<file path="src/rtl/tetris_pkg.sv">
// Shared definitions for the move handshake between the move request
// controller and the game-logic FSM.
//   - mrc_state_e : request controller states
//   - KEY_*       : KEY bus bit positions (KEY is active-low)
//   - MOVE_*      : one-hot move codes, ordered {Drop, Left, Right, Down}
//   - grant_pick  : fixed-priority pick, Drop > Left > Right > Down
package tetris_pkg;

  typedef enum logic [1:0] {
    ST_IDLE     = 2'd0,
    ST_ISSUE    = 2'd1,
    ST_RELEASE  = 2'd2,
    ST_DROP_RPT = 2'd3
  } mrc_state_e;

  localparam int NUM_KEYS  = 4;
  localparam int KEY_DROP  = 3;
  localparam int KEY_LEFT  = 2;
  localparam int KEY_RIGHT = 1;
  localparam int KEY_DOWN  = 0;

  // Code bit positions equal the key indices, so a grant vector doubles as
  // the mask of the pend bit it retires.
  localparam logic [3:0] MOVE_NONE  = 4'b0000;
  localparam logic [3:0] MOVE_DROP  = 4'b1000;
  localparam logic [3:0] MOVE_LEFT  = 4'b0100;
  localparam logic [3:0] MOVE_RIGHT = 4'b0010;
  localparam logic [3:0] MOVE_DOWN  = 4'b0001;

  // Same decode order as the game-logic FSM.
  function automatic logic [3:0] grant_pick(input logic [3:0] pend);
    logic [3:0] g;
    g = MOVE_NONE;
    if (pend[KEY_DROP])       g = MOVE_DROP;
    else if (pend[KEY_LEFT])  g = MOVE_LEFT;
    else if (pend[KEY_RIGHT]) g = MOVE_RIGHT;
    else if (pend[KEY_DOWN])  g = MOVE_DOWN;
    return g;
  endfunction

endpackage

</file>
<file path="src/rtl/key_edge_sync.sv">
// One push-button lane: 2-flop synchroniser plus falling-edge detector.
//   clk_i   : clock
//   rst_n_i : asynchronous active-low reset (all flops reset to released = 1)
//   key_n_i : raw asynchronous active-low key
//   fall_o  : one-cycle pulse when the synchronised level goes 1 -> 0
module key_edge_sync (
  input  logic clk_i,
  input  logic rst_n_i,
  input  logic key_n_i,
  output logic fall_o
);

  logic s1_q, s2_q, prev_q;

  always_ff @(posedge clk_i or negedge rst_n_i) begin
    if (!rst_n_i) begin
      s1_q   <= 1'b1;
      s2_q   <= 1'b1;
      prev_q <= 1'b1;
    end else begin
      s1_q   <= key_n_i;
      s2_q   <= s1_q;
      prev_q <= s2_q;
    end
  end

  // prev_q only holds edge history; s2_q is the synchronised level.
  assign fall_o = prev_q & ~s2_q;

endmodule

</file>
<file path="src/rtl/move_request_ctrl.sv">
// Initiator side of the game-logic move handshake.
// Synchronises the four keys, runs the gravity timer, holds sticky pending
// requests and issues them one at a time as a one-hot move plus checkBoard.
//   CLOCK_50   : clock
//   Resetn     : asynchronous active-low reset
//   KEY[3:0]   : raw active-low keys, [3]=Drop [2]=Left [1]=Right [0]=Down
//   Enable     : game running; gates new transactions and the gravity timer
//   canDown    : piece can fall further; decides whether a Drop repeats
//   doneLogic  : game-logic FSM applied the move, held until checkBoard falls
//   checkBoard : request strobe, high for the whole transaction
//   DropBlock/LeftBlock/RightBlock/DownBlock : one-hot move while checkBoard
//   busy       : high from ISSUE entry until RELEASE exit
module move_request_ctrl
  import tetris_pkg::*;
#(
  parameter int GRAVITY_TICKS = 25000000,
  parameter int CNT_W         = 25
) (
  input  logic       CLOCK_50,
  input  logic       Resetn,
  input  logic [3:0] KEY,
  input  logic       Enable,
  input  logic       canDown,
  input  logic       doneLogic,
  output logic       checkBoard,
  output logic       DropBlock,
  output logic       LeftBlock,
  output logic       RightBlock,
  output logic       DownBlock,
  output logic       busy
);

  localparam logic [CNT_W-1:0] CNT_LAST = CNT_W'(GRAVITY_TICKS - 1);

  logic [NUM_KEYS-1:0] key_fall;

  for (genvar gi = 0; gi < NUM_KEYS; gi++) begin : g_key
    key_edge_sync u_sync (
      .clk_i   (CLOCK_50),
      .rst_n_i (Resetn),
      .key_n_i (KEY[gi]),
      .fall_o  (key_fall[gi])
    );
  end

  logic [NUM_KEYS-1:0] pend_q, pend_d;
  logic [CNT_W-1:0]    cnt_q, cnt_d;
  mrc_state_e          state_q;
  logic [3:0]          move_q;
  logic                cb_q, busy_q, last_drop_q;

  logic       grant_en, wrap, down_grant;
  logic [3:0] grant;

  always_comb begin
    grant_en   = (state_q == ST_IDLE) && Enable && (pend_q != '0);
    grant      = grant_en ? grant_pick(pend_q) : MOVE_NONE;
    down_grant = grant[KEY_DOWN];
    wrap       = Enable && (cnt_q == CNT_LAST);
  end

  // Key edges are OR-ed in after the grant clear so a fresh press of the
  // granted key survives. A wrap coinciding with a Down grant is dropped:
  // that grant already serves it.
  always_comb begin
    pend_d = pend_q;
    if (!Enable) begin
      pend_d = '0;
    end else begin
      pend_d = (pend_q & ~grant) | key_fall;
      if (wrap && !down_grant) pend_d[KEY_DOWN] = 1'b1;
    end
  end

  // Any Down grant restarts the gravity period, so a key Down also
  // postpones the next gravity step.
  always_comb begin
    cnt_d = cnt_q;
    if (down_grant || wrap) cnt_d = '0;
    else if (Enable)        cnt_d = cnt_q + CNT_W'(1);
  end

  always_ff @(posedge CLOCK_50 or negedge Resetn) begin
    if (!Resetn) begin
      pend_q <= '0;
      cnt_q  <= '0;
    end else begin
      pend_q <= pend_d;
      cnt_q  <= cnt_d;
    end
  end

  always_ff @(posedge CLOCK_50 or negedge Resetn) begin
    if (!Resetn) begin
      state_q     <= ST_IDLE;
      move_q      <= MOVE_NONE;
      cb_q        <= 1'b0;
      busy_q      <= 1'b0;
      last_drop_q <= 1'b0;
    end else begin
      case (state_q)
        ST_IDLE: begin
          if (grant_en) begin
            state_q     <= ST_ISSUE;
            move_q      <= grant;
            cb_q        <= 1'b1;
            busy_q      <= 1'b1;
            last_drop_q <= grant[KEY_DROP];
          end
        end
        ST_ISSUE: begin
          if (doneLogic) begin
            state_q <= ST_RELEASE;
            move_q  <= MOVE_NONE;
            cb_q    <= 1'b0;
          end
        end
        ST_RELEASE: begin
          // Wait for the logic FSM to drop doneLogic before anything new.
          if (!doneLogic) begin
            busy_q  <= 1'b0;
            state_q <= (last_drop_q && canDown) ? ST_DROP_RPT : ST_IDLE;
          end
        end
        ST_DROP_RPT: begin
          if (Enable) begin
            state_q <= ST_ISSUE;
            move_q  <= MOVE_DROP;
            cb_q    <= 1'b1;
            busy_q  <= 1'b1;
          end else begin
            state_q <= ST_IDLE;
          end
        end
        default: state_q <= ST_IDLE;
      endcase
    end
  end

  assign checkBoard = cb_q;
  assign busy       = busy_q;
  assign {DropBlock, LeftBlock, RightBlock, DownBlock} = move_q;

endmodule
</file>
<file path="config.mk">
export PLATFORM = sky130hd
export DESIGN_NAME = move_request_ctrl
export DESIGN_NICKNAME = d
export VERILOG_FILES = /design/src/rtl/tetris_pkg.sv /design/src/rtl/key_edge_sync.sv /design/src/rtl/move_request_ctrl.sv
export SDC_FILE = /design/constraint.sdc
export NUM_CORES = 1
export LEC_CHECK = 0
export CAP_MARGIN = 5
export CORE_ASPECT_RATIO = 0.9
export CORE_MARGIN = 2
export CORE_UTILIZATION = 60
export CTS_BUF_LIST = sky130_fd_sc_hd__clkbuf_8
export DETAILED_ROUTE_END_ITERATION = 12
export HOLD_SLACK_MARGIN = 0.15
export PLACE_DENSITY_LB_ADDON = 0.3
export SYNTH_ARGS = -nofsm -noshare
export SYNTH_HDL_FRONTEND = slang
export SYNTH_HIERARCHICAL = 1
export SYNTH_SLANG_ARGS = --single-unit
</file>
<file path="constraint.sdc">
create_clock -name CLOCK_50 -period 3.9 [get_ports CLOCK_50]
set_clock_uncertainty 0.15 [all_clocks]
set_input_delay 0.78 -clock CLOCK_50 [delete_from_list [all_inputs] [get_ports CLOCK_50]]
set_output_delay 0.78 -clock CLOCK_50 [all_outputs]
set_load 0.005 [all_outputs]
</file>
; ---- After elaboration in Yosys (flattened, before gate mapping)
; Cells that the tools add are included.
; Widths: inputs -> output; s select.
[totals]
reg_bits = 50
latch_bits = 0
ram_bits = 0
mem_bits_ro = 0
out_inout_bits = 6
n_memories = 0
[classes]
addsub = 1
multipliers = 0
div_mod_pow = 0
magnitude_cmp = 0
n_eq_ne = 8
shift = 0
n_mux = 25
bitwise = 11
reduce_logical = 16
[ops]
columns = operator, count
row1 = $mux 25, 2
row2 = $add 25x1->25 const B, 1
row3 = $eq 25x25->1 const B, 1
row4 = $mux 4, 6
row5 = $pmux 4 s3, 1
row6 = $mux 2, 5
row7 = $ne 2x2->1 const B, 4
row8 = $pmux 2 s4, 1
row9 = $reduce_and 4->1, 2
row10 = $mux 1, 7
row11 = $pmux 1 s3, 2
row12 = $reduce_bool 3->1, 2
row13 = $logic_and 1x1->1, 5
row14 = $and 1x1->1, 4
row15 = $and 4x4->4, 1
row16 = $eq 2x2->1 const B, 2
row17 = $not 1->1, 4
row18 = $not 4->4, 1
row19 = $or 4x4->4, 1
row20 = $reduce_bool 4->1, 1
row21 = $mux 3, 1
row22 = $reduce_and 3->1, 1
row23 = $eq 2x1->1 const B, 1
row24 = $logic_not 2->1, 1
row25 = other kinds (4), 4

; ---- Logic depth before layout (Yosys ltp)
[depth]
depth_word = 10
ltp_mapped = 6
depth_no_buf = 5

; ---- Modules after synthesis
; The synthesis kept the hierarchy.
[modules_own_cells]
columns = module, instances, cells_each, area_per_inst_um2, seq_area_each_um2
row1 = move_request_ctrl, 1, 198, 1950.6, 950.9
row2 = key_edge_sync, 4, 4, 92.6, 78.8

; ---- Worst setup path before layout
; OpenSTA, ideal clock, no wires.
[synth_timing]
path_type = input to register
startpoint = in Enable
endpoint = reg cnt_q[0]
setup_ns = 0.121
arrival_time_ns = 1.796
slack_ns = 1.833
stages = 5
cell_sequence = nor3b_1 -> nand4b_1 -> o21ai_2 -> buf_2 -> nor2_1
[synth_via]
elab_chain_len = 5
word_cells_on_any_way = 7
classes_between = 2 x mux / 5 x reduce/logical
[synth_lines]
columns = element, line_no
row1 = from (decl), move_request_ctrl.sv:22  ; input logic Enable,
row2 = $logic_and 1x1->1 (2 in a row), move_request_ctrl.sv:56  ; grant_en = (state_q == ST_IDLE) && Enable && (pend_q != '0);
row3 = $mux 4, move_request_ctrl.sv:57  ; grant = grant_en ? grant_pick(pend_q) : MOVE_NONE;
row4 = $logic_or 1x1->1, move_request_ctrl.sv:79  ; if (down_grant || wrap) cnt_d = '0;
row5 = $mux 25 / $reduce_bool 2->1 (equally long branches), --
row6 = to (signal assigned), move_request_ctrl.sv:89  ; cnt_q <= cnt_d;
row7 = to (decl), move_request_ctrl.sv:47  ; logic [CNT_W-1:0] cnt_q, cnt_d;
; Several ways; a longest one is shown, not always the timed one.
; A chain may end at the register's enable or synchronous reset.

; ---- Worst setup path in the final report
[layout_timing]
startpoint = in Enable
endpoint = reg cnt_q[23]
; Same word-level chain as after synthesis.

==> key figures <==
Floorplan
  • Ports: 15
  • Initial Util: 0.626
  • Die H: 63.0 um
  • Die Area: 0.00438 mm2
  • Chip width: 69.6 um
  • Rows: 21
  • Core area: 0.00370 mm2

Yosys
  • Register area share after synthesis: 0.546
  • Synth Net Count: 224
  • Cell variety after synth: 49
  • Synth async-reset ratio: 1.00
  • Top_reg_cell synth: dfrtp_1
  • Post-synth EDFFs: 0
  • Ys Warns: 6
  • Yosys reg bits: 50
  • Mapped cell area: 0.00232 mm2
  • Synthesized instance count: 214
  • Synthesized area per cell: 10.8 um2

GRT
  • GRT overflow: 0
  • Largest net degree at the start of global routing: 51
  • First-pass GRT wire length: 7750 um
  • Gr usage total: 0.222
  • Vias in the first global route: 1,682
  • Initial antenna violation count: 0

Worst setup path
  • RR Endpoint: cnt_q[24]
  • R2r setup slk: 1.52 ns
  • Largest fanout on the critical path: 15
  • Reg2reg start: cnt_q[0]
  • Setup crit start kind: primary input
  • Worst path required time: 3.99 ns
  • R2R cell count: 5
  • Crit path DAT: 2.93 ns
  • Crit path kind: in2reg
  • Crit. End Element: register

Min path
  • Worst Hold Class: reg2reg
  • Hold path depth: 0
  • Hold Crit Endpoint: g_key[3].u_sync/s2_q
  • Min-delay src: g_key[3].u_sync/s1_q

Pwr
  • Static leakage: 0.00110 uW
  • Maximum vdd ir drop: 0.000479 V
  • PD cells: 545 mW/mm2

Route
  • Routed len/inst: 16.0 um
  • Vias: 1,714
  • DRT Wirelength: 4420 um
  • Antenna Nets Post-Route: 0
  • Initial drt markers: 212
  • DRT Pass-1 Iters: 4
  • # DRC: 0
  • Drt via density: 6.21

Clocking
  • CTS tree: yes
  • CTS Hold Buffers Added: 0
  • Number of gates resized after cts: 0
  • CTS Buf Count: 5
  • CTS Buffer Depth: 2
  • H-tree Lvls: 2
  • CTS clock-pin slew for the worst setup and hold paths: 0.09 ns
  • CTS Sinks: 50
  • Setup bufs post-CTS: 0
  • Skew-Pair Late Insertion Delay: 0.30 ns
  • Root Driver: clkbuf_8

STA
  • Max Slew Vio Count: 0
  • Peak Freq: 0.352 GHz
  • Final min period: 2.84 ns
  • Unrepaired setup endpoints after global routing: no
  • Setup violations, final: 0
  • Least-Margin Pin Slew: 1.06 ns
  • Slew HR: 0.291
  • Setup_tns: 0 ns
  • Hold Fails Final Rpt: 0
  • Period utilization: 0.728

Final layout
  • Multi-input logic area: 991 um2
  • Antenna diode count: 0
  • Layout cells sized above 1: 0.143
  • Register area: 0.00127 mm2
  • # fillers: 257
  • Final Cell Area: 0.00263 mm2
  • Layout Nets: 239
  • Layout area overhead: 13.3%

Job
  • Max-Cap Viols: 0

Place
  • GPL Wtd Cong: 0.881
  • # port buffers: 14
  • Dpl cell area: 0.00249 mm2
  • Dpl hpwl: 3060 um

Run status
  • Status: finished clean
==> layout make-up <==
type                            instances  area share
Timing Repair Buffer                   17      0.0599
Clock buffer                            6      0.0314
Clock inverter                          2      0.0228
Tap cell                               46      0.0219
Inverter                                4     0.00571
Multi-Input combinational cell        151       0.377
Sequential cell                        50       0.481
==> worst max-delay path: stages <==
cell             delay [ns]
clkdlybuf4s50_1        0.46
buf_4                  0.20
and3_1                 0.25
nand4_1                0.43
or4_4                  0.67
a21oi_2                0.14
==> power by group <==
part           switching, uW  total (uW)  internal (uW)
sequential               104         707            603
combinational            135         289            155
clock                    163         437            273
total                    402        1430           1030
==> per-stage QoR <==
step | worst slack [ns] | hold WS (ns) | util | total power [uW] | std cells
final | 1.06 | 0.209 | 0.710 | 1430 | 276
after global routing | 0.831 | 0.213 | 0.710 | 1510 | 276
after CTS | 1.07 | 0.211 | 0.710 | 1440 | 276
after detailed placement | 0.758 | 0.199 | 0.671 | 1000 | 268
after global placement | 0.883 | 0.196 | 0.671 | 978 | 268
after floorplan | 1.83 | 0.195 | - | 877 | 214
==> flip-flops by register name (all words and copies together), names as in the netlist <==
register and count:
checkBoard 1, g_key.u_sync/prev_q 4, busy 1, state_q 2, move_q 4, g_key.u_sync/s1_q 4
g_key.u_sync/s2_q 4, pend_q 4, cnt_q 25, last_drop_q 1
==> cells by family after synthesis <==
family | after synthesis | synth area share
flip-flops | 50 | 0.546
buffers and inverters | 13 | 0.0275
XOR/XNOR | 11 | 0.0415
AND/OR/NAND/NOR | 87 | 0.230
adder cells (fa/ha/maj) | 1 | 0.00539
AO/OA/AOI/OAI | 51 | 0.146
multiplexers | 1 | 0.00431
==> cell usage in the layout (no fill, tap or decap), types with 3 or more instances in the layout <==
master | Yosys | routed
or4_1 | 5 | 5
and3_1 | 3 | 3
a21oi_1 | 15 | 15
and4_1 | 3 | 3
clkbuf_8 | 0 | 6
or3_1 | 8 | 8
dfrtp_1 | 38 | 38
buf_4 | 1 | 3
xnor2_1 | 5 | 5
xor2_1 | 6 | 6
dfstp_2 | 12 | 12
inv_1 | 4 | 4
clkdlybuf4s50_1 | 0 | 13
nand3_1 | 9 | 9
nor2b_4 | 4 | 4
nor2_1 | 19 | 19
o21a_1 | 3 | 3
o21ai_0 | 9 | 9
o31ai_1 | 6 | 6
nand4_1 | 9 | 9
nand2_1 | 13 | 13
==> how the worst max path moves through the flow <==
| stage | end | cells past startpoint | slack [ns] | from |
|---|---|---|---|---|
| after CTS | cnt_q[24] | 6 | 1.07 | Enable |
| after global placement | cnt_q[23] | 6 | 0.88 | Enable |
| after detailed placement | cnt_q[24] | 6 | 0.76 | Enable |
| after global routing | cnt_q[24] | 6 | 0.83 | Enable |
| after floorplan | cnt_q[0] | 5 | 1.83 | Enable |
| final | cnt_q[23] | 6 | 1.06 | Enable |
==> cell usage after synthesis, drive strengths merged, types with 2 or more instances <==
cell type	n	area, um2
a21o	2	15.0
a21oi	16	83.8
a22o	2	17.5
a22oi	2	15.0
a32o	2	20.0
and3	3	18.8
and4	4	37.5
buf	6	37.5
clkbuf	3	11.3
dfrtp	38	951
dfstp	12	315
inv	4	15.0
nand2	13	48.8
nand3	9	45.0
nand4	10	77.6
nor2	19	71.3
nor2b	6	67.6
nor3b	2	15.0
nor4b	2	17.5
o21a	3	22.5
o21ai	11	58.8
o22a	2	17.5
o31ai	6	45.0
or3	8	50.1
or4	6	48.8
xnor2	5	43.8
xor2	6	52.6
==> layer usage <==
metal  vias to the layer above  routed length [um]  GRT usage
li1                        817                   -          -
met2                        54                2120      0.340
met5                         -                   0          0
met3                         6                 189     0.0581
met1                       837                2070      0.317
met4                         0                  50     0.0539
(Power assumes the default switching activity.)
